## src/rtl/board_if_pkg.sv

```systemverilog
// rtl/board_if_pkg.sv - shared state encoding and counter sizing for the debouncer
package board_if_pkg;

    typedef enum logic [1:0] {STABLE_LO, WAIT_HI, STABLE_HI, WAIT_LO} deb_state_t;

    // Width of a counter that must hold values 0..max; never narrower than one bit.
    function automatic int cnt_width(input int max);
        return (max < 1) ? 1 : $clog2(max + 1);
    endfunction

endpackage

```

## src/rtl/button_debouncer_if.sv

```systemverilog
// rtl/button_debouncer_if.sv - synchronised button inputs and debounced event outputs
interface button_debouncer_if #(
    parameter int N_CH = 4
);
    logic [N_CH-1:0] sync_in;
    logic [N_CH-1:0] level;
    logic [N_CH-1:0] rise;
    logic [N_CH-1:0] fall;
    logic [N_CH-1:0] held;

    modport master (output sync_in, input level, rise, fall, held);
    modport slave  (input sync_in, output level, rise, fall, held);
endinterface

```

## src/rtl/debounce_channel.sv

```systemverilog
// rtl/debounce_channel.sv - single-channel debounce FSM with edge and long-press pulses
module debounce_channel
    import board_if_pkg::*;
#(
    parameter int   STABLE_CYCLES = 500_000,
    parameter int   HOLD_CYCLES   = 50_000_000,
    parameter logic RESET_LEVEL   = 1'b0
) (
    input  logic clk,
    input  logic rst_n,
    input  logic sync_in,
    output logic level,
    output logic rise,
    output logic fall,
    output logic held
);
    localparam int CW = cnt_width(STABLE_CYCLES);
    localparam int HW = cnt_width(HOLD_CYCLES);
    localparam logic [CW-1:0] CNT_LAST = CW'(STABLE_CYCLES - 1);
    localparam logic [HW-1:0] HOLD_MAX = HW'(HOLD_CYCLES);

    deb_state_t      state;
    logic [CW-1:0]   cnt;
    logic [HW-1:0]   hold_cnt;

    always_ff @(posedge clk or negedge rst_n) begin
        if (!rst_n) begin
            state    <= RESET_LEVEL ? STABLE_HI : STABLE_LO;
            cnt      <= '0;
            hold_cnt <= '0;
            level    <= RESET_LEVEL;
            rise     <= 1'b0;
            fall     <= 1'b0;
            held     <= 1'b0;
        end else begin
            rise <= 1'b0;
            fall <= 1'b0;
            held <= 1'b0;

            // Hold timer runs while the committed level is high; a fall commit below overrides it.
            if ((state == STABLE_HI || state == WAIT_LO) && HOLD_CYCLES > 0 && hold_cnt != HOLD_MAX) begin
                hold_cnt <= hold_cnt + 1'b1;
                if (hold_cnt + 1'b1 == HOLD_MAX)
                    held <= 1'b1;
            end

            case (state)
                STABLE_LO: begin
                    if (sync_in) begin
                        state <= WAIT_HI;
                        cnt   <= CW'(1);
                    end else begin
                        cnt <= '0;
                    end
                end
                WAIT_HI: begin
                    if (!sync_in) begin
                        state <= STABLE_LO;
                        cnt   <= '0;
                    end else if (cnt == CNT_LAST) begin
                        state    <= STABLE_HI;
                        level    <= 1'b1;
                        rise     <= 1'b1;
                        cnt      <= '0;
                        hold_cnt <= '0;
                    end else begin
                        cnt <= cnt + 1'b1;
                    end
                end
                STABLE_HI: begin
                    if (!sync_in) begin
                        state <= WAIT_LO;
                        cnt   <= CW'(1);
                    end else begin
                        cnt <= '0;
                    end
                end
                WAIT_LO: begin
                    if (sync_in) begin
                        state <= STABLE_HI;
                        cnt   <= '0;
                    end else if (cnt == CNT_LAST) begin
                        state    <= STABLE_LO;
                        level    <= 1'b0;
                        fall     <= 1'b1;
                        cnt      <= '0;
                        hold_cnt <= '0;
                        held     <= 1'b0;
                    end else begin
                        cnt <= cnt + 1'b1;
                    end
                end
                default: begin
                    state <= STABLE_LO;
                    cnt   <= '0;
                end
            endcase
        end
    end

endmodule

```

## src/rtl/button_debouncer.sv

```systemverilog
// rtl/button_debouncer.sv - N_CH independent debounce channels
module button_debouncer
    import board_if_pkg::*;
#(
    parameter int   N_CH          = 4,
    parameter int   STABLE_CYCLES = 500_000,
    parameter int   HOLD_CYCLES   = 50_000_000,
    parameter logic RESET_LEVEL   = 1'b0
) (
    input  logic                clk,
    input  logic                rst_n,
    button_debouncer_if.slave   bus
);

    for (genvar i = 0; i < N_CH; i++) begin : g_ch
        debounce_channel #(
            .STABLE_CYCLES (STABLE_CYCLES),
            .HOLD_CYCLES   (HOLD_CYCLES),
            .RESET_LEVEL   (RESET_LEVEL)
        ) u_ch (
            .clk     (clk),
            .rst_n   (rst_n),
            .sync_in (bus.sync_in[i]),
            .level   (bus.level[i]),
            .rise    (bus.rise[i]),
            .fall    (bus.fall[i]),
            .held    (bus.held[i])
        );
    end

endmodule

```

## src/flat_wrapper.sv

```systemverilog
// flat-port wrapper written by rule: the top's interface ports become plain ports
module button_debouncer_flat import board_if_pkg::*;
#(
    parameter int   N_CH          = 4,
    parameter int   STABLE_CYCLES = 500_000,
    parameter int   HOLD_CYCLES   = 50_000_000,
    parameter logic RESET_LEVEL   = 1'b0
)
  (clk, rst_n, bus_sync_in, bus_level, bus_rise, bus_fall, bus_held);
  button_debouncer_if #(.N_CH(N_CH)) bus_i ();
  input  logic clk;
  input  logic rst_n;
  input wire logic [$bits(bus_i.sync_in)-1:0] bus_sync_in;
  output wire logic [$bits(bus_i.level)-1:0] bus_level;
  output wire logic [$bits(bus_i.rise)-1:0] bus_rise;
  output wire logic [$bits(bus_i.fall)-1:0] bus_fall;
  output wire logic [$bits(bus_i.held)-1:0] bus_held;
  assign bus_i.sync_in = bus_sync_in;
  assign bus_level = bus_i.level;
  assign bus_rise = bus_i.rise;
  assign bus_fall = bus_i.fall;
  assign bus_held = bus_i.held;
  button_debouncer #(.N_CH(N_CH), .STABLE_CYCLES(STABLE_CYCLES), .HOLD_CYCLES(HOLD_CYCLES), .RESET_LEVEL(RESET_LEVEL)) u_core (.clk(clk), .rst_n(rst_n), .bus(bus_i));
endmodule
```

## config.mk

```make
export PLATFORM = sky130hd
export DESIGN_NAME = button_debouncer_flat
export DESIGN_NICKNAME = d
export VERILOG_FILES = /design/src/rtl/board_if_pkg.sv /design/src/rtl/button_debouncer_if.sv /design/src/rtl/debounce_channel.sv /design/src/rtl/button_debouncer.sv /design/src/flat_wrapper.sv
export SDC_FILE = /design/constraint.sdc
export NUM_CORES = 1
export LEC_CHECK = 0
export BUFFER_PORTS_ARGS = -buffer_cell sky130_fd_sc_hd__buf_2
export CAP_MARGIN = 15
export CELL_PAD_IN_SITES_DETAIL_PLACEMENT = 1
export CELL_PAD_IN_SITES_GLOBAL_PLACEMENT = 1
export CORE_MARGIN = 1
export CORE_UTILIZATION = 50
export CTS_CLUSTER_DIAMETER = 30
export DETAILED_ROUTE_END_ITERATION = 12
export PLACE_DENSITY_LB_ADDON = 0.12
export SETUP_SLACK_MARGIN = 0.15
export SYNTH_ARGS = -nofsm -noshare
export SYNTH_HDL_FRONTEND = slang
export SYNTH_HIERARCHICAL = 1
export SYNTH_SLANG_ARGS = --single-unit
```

## constraint.sdc

```tcl
create_clock -name clk -period 2.64 [get_ports clk]
set_input_delay 0.528 -clock clk [delete_from_list [all_inputs] [get_ports clk]]
set_output_delay 0.528 -clock clk [all_outputs]
set_load 0.02 [all_outputs]
```

# Word level (Yosys, flattened, before mapping)
# Cells that the tools add are included.
classes:
  addsub: 8
  n_eq_ne: 56
  muxes: 132
  reduce_logical: 24
ops:
  columns: ["operator", "n"]
  rows:
  - ["$mux 26", 16]
  - ["$pmux 19 s4", 4]
  - ["$mux 19", 12]
  - ["$pmux 26 s2", 4]
  - ["$add 26x1->26 const B", 4]
  - ["$eq 26x26->1 const B", 4]
  - ["$ne 26x26->1 const B", 4]
  - ["$add 19x1->19 const B", 4]
  - ["$eq 19x19->1 const B", 4]
  - ["$mux 1", 64]
  - ["$mux 2", 24]
  - ["$ne 2x2->1 const B", 20]
  - ["$pmux 2 s4", 4]
  - ["$reduce_and 5->1", 4]
  - ["$eq 2x2->1 const B", 8]
  - ["$reduce_and 4->1", 4]
  - ["$ne 3x2->1 const B", 4]
  - ["$ne 3x3->1 const B", 4]
  - ["$eq 2x1->1 const B", 4]
  - ["$logic_not 2->1", 4]
  - ["$ne 2x1->1 const B", 4]
  - ["$pmux 1 s2", 4]
  - ["$reduce_bool 2->1", 4]
  - ["$logic_and 1x1->1", 4]
  - ["$logic_or 1x1->1", 4]
totals:
  register_bits: 204
  in_bits: 6
  output_inout_bits: 16
  elab_cells: 248

# Longest topological paths before layout
depth:
  depth_word: 7
  depth_mapped: 9
  depth_no_buf: 8

# Modules after synthesis
# Netlist, hierarchy kept.
by_module_without_submodules:
  columns: ["mod", "instances", "cells_per_inst", "area_each_um2", "seq_area_each_um2"]
  rows:
  - ["debounce_channel (u_core.g_ch[1].u_ch ...)", 2, 316, 3017.9, 1276.2]
  - ["debounce_channel (u_core.g_ch[3].u_ch)", 1, 323, 3000.4, 1276.2]
  - ["debounce_channel (u_core.g_ch[0].u_ch)", 1, 319, 2934.1, 1276.2]

# Least setup slack after synthesis
# OpenSTA, ideal clock, no wires.
synth_path:
  kind: "register -> register"
  start: "register u_core.g_ch[0].u_ch.hold_cnt[0]"
  end: "register u_core.g_ch[0].u_ch.held"
  setup_ns: 0.096
  arrival_ns: 2.058
  required_time_ns: 2.544
  slack_ns: 0.487
  stages_incl_launch_ff: 7
  n_path_buf: 0
  synth_period_minus_slack_ns: 2.153
  path_cell_list: "dfrtp_1 > ha_1 > nand4_1 > nor4_1 > xor2_1 > or4_1 > nor4_2"
synth_via:
  elab_chain_len: 7
  word_cells_on_any_way: 9
  cone_classes: "1 x add/sub; 2 x eq/ne; 5 x mux; 1 x reduce/logical"
synth_lines:
  columns: ["element", "line_no", "text"]
  rows:
  - ["start: declaration", "debounce_channel.sv:24", "logic [HW-1:0] hold_cnt;"]
  - ["start signal: assignment", "debounce_channel.sv:42", "hold_cnt <= hold_cnt + 1'b1;"]
  - ["$add 26x1->26", "debounce_channel.sv:43", "if (hold_cnt + 1'b1 == HOLD_MAX)"]
  - ["$eq 26x26->1", "debounce_channel.sv:43", null]
  - ["$mux 1", "debounce_channel.sv:43", null]
  - ["$mux 1 *", "debounce_channel.sv:41", "if ((state == STABLE_HI || state == WAIT_LO) && HOLD_CYCLES > 0 && hold_cnt != HOLD_MAX) begin"]
  - ["$mux 1", "debounce_channel.sv:82", "end else if (cnt == CNT_LAST) begin"]
  - ["$mux 1", "debounce_channel.sv:79", "if (sync_in) begin"]
  - ["$mux 1 *", "debounce_channel.sv:47", "case (state)"]
  - ["end signal: assignment", "debounce_channel.sv:38", "held <= 1'b0;"]
  - ["end signal: assignment", "debounce_channel.sv:44", "held <= 1'b1;"]
  - ["end signal: assignment", "debounce_channel.sv:88", "held <= 1'b0;"]
  - ["end: declaration", "debounce_channel.sv:15", "output logic held"]
# Every way passes the cells marked *; elsewhere a longest branch is shown, timed or not.
# A chain may end at the register's enable or synchronous reset.

# Worst setup path in the final report
layout_path:
  start: "register u_core.g_ch[3].u_ch.hold_cnt[1]"
  end: "register u_core.g_ch[3].u_ch.held"
layout_via:
  elab_chain_len: 7
  word_cells_on_any_way: 9
  cone_classes: "1 x add/sub; 2 x eq/ne; 5 x mux; 1 x reduce/logical"
layout_lines:
  columns: ["element", "line_no"]
  rows:
  - ["start: declaration", "debounce_channel.sv:24"]
  - ["start signal: assignment", "debounce_channel.sv:42"]
  - ["$add 26x1->26", "debounce_channel.sv:43"]
  - ["$eq 26x26->1", "debounce_channel.sv:43"]
  - ["$mux 1", "debounce_channel.sv:43"]
  - ["$mux 1 *", "debounce_channel.sv:41"]
  - ["$mux 1", "debounce_channel.sv:82"]
  - ["$mux 1", "debounce_channel.sv:79"]
  - ["$mux 1 *", "debounce_channel.sv:47"]
  - ["end signal: assignment", "debounce_channel.sv:38"]
  - ["end signal: assignment", "debounce_channel.sv:44"]
  - ["end signal: assignment", "debounce_channel.sv:88"]
  - ["end: declaration", "debounce_channel.sv:15"]
# Marked as above.

==> impl_metrics.ini <==
[sta]
fin_skew_ns = 0.0140
slew_headroom = 0.593
finalSetupViolCount = 0
tightest_slew_ns = 0.605
hold_viol = 0
rsz0062_at_grt = true
slew_viol_final = 0
period_needed_ns = 2.39
worst_slack_ns = 0.247
fmax_mhz = 418
setup_tns_ns = 0
period_share = 0.907

[critical_path]
crit_start = u_core/g_ch[3].u_ch/hold_cnt[1]
required_ns = 3.11
worstPathCellList = ha_1 > and4_1 > and4_2 > nand4_1 > xnor2_1 > nor4_1 > and4b_1
critPathSlowestCell = dfrtp_1
worst_setup_path_start_kind = flip-flop
crit-reg2reg-launch = u_core/g_ch[3].u_ch/hold_cnt[1]
arrival_ns = 2.86
critPathBufInv = 0
cpLargestDelayFamily = simple AND/OR/NAND/NOR gates
end_kind = flip-flop
critPathMaxFanout = 7
critPathMaxStageDelay_ns = 0.46
crit_type = flip-flop to flip-flop

[power_and_ir_drop]
ir_drop_uv = 611
p_per_area_nw_per_um2 = 884
total_leakage_power_nw = 5.79

[clock_network]
htreeDepth = 2
root_buffer = clkbuf_16
cts_tree = yes
cts.sinks = 204
path_clk_slew_ns = 0.04
clk_path_buf_depth = 3
numCtsBuffers = 52
clock_latency_ns = 0.54

[final_layout]
antenna_cells = 0
drive_above_1_share = 0.157
syn2layout_area_growth_pct = 21.2
utilization = 0.618
finalInstanceArea_sq_um = 14500
nNetsFinal = 1364

[detailed_routing]
drc = 0
drt_iter0_drc = 460
drt_wl_total_um = 32000
post_drt_via_cell_ratio = 5.90
wire_per_inst_um = 18.8
drtPass1Iterations = 4
via_count = 10100
postRouteAntennaNets = 0

[placement]
placed_cell_area_sq_um = 12500
pre_cts_ws_ns = 0.204
port_buffers = 21
hpwl_um = 20500
gp_congestion = 0.832

[global_route]
grt_pass1_wl_um = 54400
antenna_found_initial = 1
grtUsageTotal = 0.273
grt_max_degree = 69
globalRouteOverflowTotal = 0
grt_pass1_vias = 10900

[synth]
netlist.area_leader.share = 0.426
ys.warnings.count = 6
synth_edf_count = 0
syn-cell-area_sq_um = 12000
synth.area.top_cells = dfrtp_1 (43%), xor2_1 (7.8%), nor2_1 (7.0%), xnor2_1 (5.2%), nand3_1 (3.1%)
ys_top_cells_by_count = nor2_1 (222), dfrtp_1 (204), xor2_1 (106)
synth_seq_cells = 204
yosysTopAreaCell = dfrtp_1
async_flop_share = 1.00
syn_nets = 1293
yosysUniqueCellTypes = 76
yosysMostFrequentCell = nor2_1
synth_cells = 1274
ys.flop_type = dfrtp_1
postSynthAreaPerCell_sq_um = 9.40
ys_seq_area_frac = 0.426

[die]
row_count = 56
fp.coreArea_sq_um = 23500
initial_core_util = 0.510
dieArea_sq_um = 24600
die_h_um = 157
die_w_um = 157
ios = 22

[outcome]
status = finished clean

[hold_path]
min_from = bus_sync_in[0]
hold_path.class = input port to flip-flop

[job]
drv_cap = 0
## sequential cells by signal, indices dropped and copies added, names as in the netlist, named ones only
signal / flops
u_core/g_ch.u_ch/cnt: 76
u_core/g_ch.u_ch/fall: 4
u_core/g_ch.u_ch/held: 4
u_core/g_ch.u_ch/hold_cnt: 104
u_core/g_ch.u_ch/level: 4
u_core/g_ch.u_ch/rise: 4
u_core/g_ch.u_ch/state: 4
## through the flow
| stage | hold slack (ns) | total power (W) | instances |
|---|---|---|---|
| floorplan | 0.232 | 0.00543 | 1274 |
| global route | 0.253 | 0.0134 | 1704 |
| CTS | 0.235 | 0.0129 | 1701 |
| global placement | 0.456 | 0.00582 | 1606 |
| finish | 0.256 | 0.0128 | 1704 |
| detailed placement | 0.465 | 0.00593 | 1606 |
## cells in the final DEF, fill, tap and decap left out, drive strengths merged, types with 5 or more instances in the layout
cell and count:
o2111ai 22, buf 67, nand2b 12, bufinv 11, o211ai 17, inv 32
or3 15, a21oi 30, xor2 106, ha 13, o21ai 22, nand2 92
nor3b 8, xnor2 71, mux2 5, clkinv 13, and3 21, o31ai 6
or4 15, nand3 79, or2 5, o21a 6, and2 11, nor3 24
nand4 58, nor2 223, nor4b 8, nand4b 11, nor4 26, dfrtp 204
a31oi 6, and4 28, clkbuf 67
## worst paths after layout
kind / cells after the start / slack (ns) / end
max in group asynchronous: 3 / 1.37 / u_core/g_ch[2].u_ch/hold_cnt[22]
max reg2reg: 7 / 0.25 / u_core/g_ch[3].u_ch/held
min: 2 / 0.26 / flip-flop
min reg2reg: 1 / 0.47 / u_core/g_ch[1].u_ch/level
min in group asynchronous: 2 / 0.54 / u_core/g_ch[1].u_ch/hold_cnt[8]
max: 7 / 0.25 / u_core/g_ch[3].u_ch/held
## cell families after synthesis
logic type | synth area share
xor gates and xnor gates | 0.130
DFF | 0.426
and+or+nand+nor | 0.304
AOI/OAI and AO/OA | 0.0832
muxes | 0.00721
buffers and inverters | 0.0359
adders and majority gates | 0.0136
## report_power, final
group          internal (W)  switching, W  total [W]
sequential          0.00352      0.000820    0.00434
clock               0.00497       0.00189    0.00686
combinational      0.000681      0.000952    0.00163
total               0.00917       0.00366     0.0128
## area by class of cell
type	count	area, sq um
Inverter	32	120
Tap cell	319	399
Clock buffer	67	1480
Fill cell	2545	8960
Clock inverter	27	437
Multi-Input combinational cell	987	6480
Timing Repair Buffer	68	495
Sequential cell	204	5110
## metal layers
metal  vias up  part of all wire  global-route usage  wire length (um)
met2       155              0.51               0.474             16200
met3        63             0.032              0.0454              1030
met1      5163              0.44               0.342             14100
li1       4675                 -                   -                 -
met5         -           0.00041                   0                13
met4         2             0.020              0.0901               631
## timing repair
| item | in CTS | in global routing |
|---|---|---|
| buffers inserted | 0 | 3 |
| endpoints found under the hold margin | 63 | 0 |
| hold buffers | 1 | 0 |
| resized for setup | 0 | 6 |
| setup endpoints to repair | 0 | 6 |
Note: power is estimated with default switching activity, not from simulation.
